### src/rtl/udiv_recip_seq.sv
// udiv_recip_seq: sequential unsigned reciprocal, reciprocal = min(floor(2^FRAC_BITS / d), all-ones).
// Restoring shift-subtract divider producing one quotient bit per cycle, with a
// valid/ready handshake on both sides and a sideband tag carried with each operand.
// Optional macro UDIV_RECIP_ROUND_EN: round-to-nearest using one extra guard bit
// (ITER = FRAC_BITS+2) instead of truncation (ITER = FRAC_BITS+1).
module udiv_recip_seq #(
    parameter int unsigned IN_BITS   = 8,
    parameter int unsigned FRAC_BITS = 8,
    parameter int unsigned TAG_BITS  = 4
) (
    input  logic                 clk,
    input  logic                 rst_n,
    input  logic                 in_valid,
    output logic                 in_ready,
    input  logic [IN_BITS-1:0]   number_in,
    input  logic [TAG_BITS-1:0]  tag_in,
    output logic                 out_valid,
    input  logic                 out_ready,
    output logic [FRAC_BITS-1:0] reciprocal,
    output logic                 saturated,
    output logic                 div_by_zero,
    output logic [TAG_BITS-1:0]  tag_out
);

`ifdef UDIV_RECIP_ROUND_EN
    localparam int unsigned ITER = FRAC_BITS + 2;
`else
    localparam int unsigned ITER = FRAC_BITS + 1;
`endif
    localparam int unsigned CNT_W = $clog2(ITER + 1);
    localparam int unsigned REM_W = IN_BITS + 1;

    typedef enum logic [1:0] {IDLE, CALC, DONE} state_t;

    state_t               state;
    logic [CNT_W-1:0]     cnt;
    logic [IN_BITS-1:0]   divisor;
    logic [TAG_BITS-1:0]  tag_hold;
    logic [REM_W-1:0]     rem;
    // Quotient bits gathered so far; the final bit joins combinationally on the last step.
    logic [ITER-2:0]      quo;

    logic                 first_bit;
    logic                 last_step;
    logic [REM_W-1:0]     rem_shift;
    logic [REM_W:0]       diff;
    logic                 q_bit;
    logic [REM_W-1:0]     rem_next;
    logic [ITER-1:0]      quo_full;
    logic [FRAC_BITS-1:0] res_recip;
    logic                 res_sat;
    // Remainder stays below d, so its top bit is always zero once stored.
    logic                 unused_rem_msb;

    assign unused_rem_msb = rem[IN_BITS];
    assign in_ready       = (state == IDLE);

    // One restoring-division step: the dividend 2^(ITER-1) is a single 1 followed by zeros.
    always_comb begin
        first_bit = (cnt == '0);
        last_step = (cnt == CNT_W'(ITER - 1));
        rem_shift = {rem[IN_BITS-1:0], first_bit};
        diff      = {1'b0, rem_shift} - {2'b00, divisor};
        q_bit     = ~diff[REM_W];
        rem_next  = q_bit ? diff[REM_W-1:0] : rem_shift;
        quo_full  = {quo, q_bit};
    end

`ifdef UDIV_RECIP_ROUND_EN
    logic [FRAC_BITS+1:0] rounded;

    // Halve the doubled quotient and add the guard bit (ties round up), then saturate.
    always_comb begin
        rounded   = {1'b0, quo_full[ITER-1:1]} + {{(FRAC_BITS + 1){1'b0}}, quo_full[0]};
        res_sat   = |rounded[FRAC_BITS+1:FRAC_BITS];
        res_recip = res_sat ? '1 : rounded[FRAC_BITS-1:0];
    end
`else
    // Truncated quotient; only d == 1 sets the integer bit.
    always_comb begin
        res_sat   = quo_full[FRAC_BITS];
        res_recip = res_sat ? '1 : quo_full[FRAC_BITS-1:0];
    end
`endif

    // Control FSM, divider datapath and registered result outputs.
    always_ff @(posedge clk) begin
        if (!rst_n) begin
            state       <= IDLE;
            cnt         <= '0;
            divisor     <= '0;
            tag_hold    <= '0;
            rem         <= '0;
            quo         <= '0;
            out_valid   <= 1'b0;
            reciprocal  <= '0;
            saturated   <= 1'b0;
            div_by_zero <= 1'b0;
            tag_out     <= '0;
        end else begin
            case (state)
                IDLE: begin
                    if (in_valid) begin
                        divisor  <= number_in;
                        tag_hold <= tag_in;
                        cnt      <= '0;
                        rem      <= '0;
                        quo      <= '0;
                        if (number_in == '0) begin
                            // Zero divisor skips the divider and reports immediately.
                            state       <= DONE;
                            out_valid   <= 1'b1;
                            reciprocal  <= '1;
                            saturated   <= 1'b1;
                            div_by_zero <= 1'b1;
                            tag_out     <= tag_in;
                        end else begin
                            state <= CALC;
                        end
                    end
                end
                CALC: begin
                    rem <= rem_next;
                    quo <= quo_full[ITER-2:0];
                    cnt <= cnt + CNT_W'(1);
                    if (last_step) begin
                        state       <= DONE;
                        cnt         <= '0;
                        out_valid   <= 1'b1;
                        reciprocal  <= res_recip;
                        saturated   <= res_sat;
                        div_by_zero <= 1'b0;
                        tag_out     <= tag_hold;
                    end
                end
                DONE: begin
                    if (out_ready) begin
                        state     <= IDLE;
                        out_valid <= 1'b0;
                    end
                end
                default: begin
                    state     <= IDLE;
                    out_valid <= 1'b0;
                end
            endcase
        end
    end

endmodule

### config.mk
export PLATFORM = sky130hd
export DESIGN_NAME = udiv_recip_seq
export DESIGN_NICKNAME = d
export VERILOG_FILES = /design/src/rtl/udiv_recip_seq.sv
export SDC_FILE = /design/constraint.sdc
export NUM_CORES = 1
export LEC_CHECK = 0
export BUFFER_PORTS_ARGS = -buffer_cell sky130_fd_sc_hd__buf_2
export CAP_MARGIN = 20
export CELL_PAD_IN_SITES_DETAIL_PLACEMENT = 1
export CELL_PAD_IN_SITES_GLOBAL_PLACEMENT = 1
export CORE_UTILIZATION = 48
export CTS_BUF_LIST = sky130_fd_sc_hd__clkbuf_8
export CTS_CLUSTER_DIAMETER = 80
export CTS_CLUSTER_SIZE = 20
export DETAILED_ROUTE_END_ITERATION = 10
export PLACE_DENSITY_LB_ADDON = 0.1
export SYNTH_ARGS = -nofsm -noshare
export SYNTH_HDL_FRONTEND = slang
export SYNTH_SLANG_ARGS = --single-unit
### constraint.sdc
create_clock -name clk -period 4.97 [get_ports clk]
set_input_delay 0.497 -clock clk [delete_from_list [all_inputs] [get_ports clk]]
set_output_delay 0.497 -clock clk [all_outputs]
set_load 0.05 [all_outputs]
==> flow_summary.yaml <==
synth:
  ys_warn_count: 0
  synth_cell_type_count: 47
  synth_edf_count: 0
  ys_ff_latch: 49
  ys.flop_type: "dfxtp_1"
  async_flop_share_pct: 0
  syn_nets: 322
  yosys-top-cells-area: "dfxtp_1, nand2_1, a21boi_0, o211a_1, ha_1"
  netlist_area_um2: 2461
  synth_cells: 295
  synth-seq-area-share_pct: 39.86
  yosys.area.top_type: "dfxtp_1"
  synth_top_area_share_pct: 39.86
  syn_area_per_cell_um2: 8.343
critical_path:
  worstReg2RegEnd: "tag_out[3]"
  path_max_fanout: 29
  cp.arrival_ns: 2.94
  required_ns: 5.17
  cp-start-kind: "flip-flop"
  reg2reg_slack_ns: 2.23
  endpoint_kind: "flip-flop"
  worstSetupPathType: "reg -> reg"
  critPathLaunch: "state[1]"
  ff2ff_path_depth: 5
  regToRegStartpoint: "state[1]"
pwr:
  power_switching_uw: 400.5
  leakagePower_uw: 0.001307
  power_density_nw_per_um2: 401.0
  clockPowerShare_pct: 24.2
  ir_drop_v: 0.0001687
  swShare_pct: 36.40
  seqPwrFrac_pct: 40.2
  internal_power_uw: 699.8
  power_frac_comb_pct: 35.6
sta:
  hold_viol: 0
  final_max_slew_viol_count: 0
  period_share_pct: 55.07
  fmax_mhz: 365.4
  rsz0062_at_grt: "false"
  period_minus_slack_ns: 2.737
  worst_pin_slew_ns: 1.056
  timing.slew.headroom_pct: 29.59
  setup_viol: 0
  setup_tns_ns: 0
  final.setup_skew_ns: 0.003685
floorplanning:
  row_count: 25
  coreArea_um2: 4817
  die_y_um: 73.61
  dieArea_um2: 5418
  num_io_pins: 32
  die_w_um: 73.61
  initial_utilization_pct: 51.09
global_routing:
  grt_max_degree: 44
  track_usage_pct: 24.91
  grt_pass1_wl_mm: 10.12
  first_global_vias: 2165
  overflow: 0
  antenna_found_initial: 0
drt:
  dr.pass1.iters: 4
  drc: 0
  drt_first_iter_violations: 104
  antenna_left: 0
  num_vias: 2134
  routedWlPerCell_um: 15.81
  viasPerCell: 5.528
  routed_wl_mm: 6.104
hold_path:
  hp-class: "in -> reg"
  min_to: "divisor[6]"
  hold_path.startpoint: "number_in[6]"
  min_path_cells: 3
job:
  maxCapViolations: 0
place:
  dp_hpwl_mm: 4.329
  dpl.cell_count: 378
  routabilityCongestion: 0.7888
  port_buffers: 31
cts:
  tritoncts: "built"
  clk_pin_slew_ns: 0.09
  h-tree-depth: 2
  cts_num_sinks: 49
  post_cts_buffers: 0
  cts-root-buf: "clkbuf_8"
  cts_buffer_depth: 2
  clk_latency_ns: 0.31
  cts_resized: 0
  ctsHoldBuffers: 0
  cts_buffers: 5
finish:
  area_growth_pct: 11.49
  fin_cells: 386
  antenna_cells: 0
  drive_gt1_share_pct: 14.42
  fin_util_pct: 56.96
  nets: 345
status:
  status: "finished, final reports clean"
[layout make-up]
class / instances / area [um2]
clock buffer: 7 / 96.34
inverter: 14 / 52.55
sequential: 49 / 980.9
fill: 612 / 2073
clock inverter: 1 / 8.758
timing repair buffer: 32 / 162.7
tap: 67 / 83.83
multi-input combinational: 216 / 1359
[per-stage QoR]
| step | area, um2 | power [uW] | worst slack, ns | hold slack, ns |
|---|---|---|---|---|
| 5_1_grt | 2744 | 1172 | 2.049 | 0.4344 |
| 2_1_floorplan | 2461 | 760.9 | 2.570 | 0.4366 |
| 3_3_place_gp | 2639 | 824.4 | 2.327 | 0.4515 |
| 3_5_place_dp | 2639 | 835.6 | 2.209 | 0.4644 |
| 4_1_cts | 2744 | 1107 | 2.230 | 0.4317 |
| 6_report | 2744 | 1100 | 2.233 | 0.4393 |
[layout by cell type, fill, tap and decap left out, drive strengths merged, types with 5 or more instances in the layout]
cell type   n
a21boi     21
a21oi       9
buf        32
clkbuf      7
dfxtp      49
ha         10
inv        15
mux2i       5
nand2      61
nand3      15
nor2       22
nor2b       5
nor3        5
o211a      13
o21ai      13
[power by group through the flow]
| stage | Combinational (uW) | Sequential (uW) | Clock [uW] |
|---|---|---|---|
| 6_report | 392 | 442 | 266 |
| 4_1_cts | 390 | 442 | 274 |
| 5_1_grt | 436 | 446 | 290 |
| 3_5_place_dp | 384 | 451 | 0 |
| 2_1_floorplan | 316 | 445 | 0 |
| 3_3_place_gp | 374 | 450 | 0 |
[cell usage after synthesis (all sizes together) (2+ instances only)]
cell type / instances
a21boi: 21
mux2i: 5
a32oi: 3
nor2: 22
ha: 10
nor3: 5
dfxtp: 49
inv: 14
o21ai: 13
o21a: 2
a211oi: 2
or4: 2
xor2: 2
nand2: 61
a21oi: 9
o211a: 13
nand2b: 4
clkbuf: 10
nand3: 15
nor2b: 5
and2: 2
buf: 6
[layer usage]
metal  track usage [%]  part of all wire, %  up-vias
li1                  -                    -     1062
met1             32.71                   49     1017
met2             40.47                   46       45
met3             4.664                  3.0       10
met4             9.615                  1.8        0
met5                 0                    0        -
[logic make-up after synthesis]
logic type / synth area share [%]
DFF: 39.86
AOI/OAI and AO/OA: 23.18
buffers and inverters: 5.287
adders and majority gates: 5.897
muxes: 2.034
and+or+nand+nor: 22.67
xor gates and xnor gates: 1.068
[worst max path at each step]
stage	end	depth (start not counted)
6_report	tag_out[3]	5
5_1_grt	tag_out[3]	5
4_1_cts	tag_out[3]	5
3_5_place_dp	tag_out[3]	5
3_3_place_gp	rem[5]	9
2_1_floorplan	rem[5]	9
[state kept, by name, indices dropped and copies added (netlist names)]
signal and flops:
reciprocal 8, tag_hold 4, quo 8, out_valid 1, div_by_zero 1, state 2
cnt 4, rem 8, divisor 8, tag_out 4, saturated 1
[worst max-delay path: stages (launching register included)]
cell	delay, ns
dfxtp_1	0.38
nor2_1	0.18
nand2_1	0.51
o31ai_4	1.09
nand3_1	0.24
o211a_1	0.22
Power figures use the tool's default switching activity.
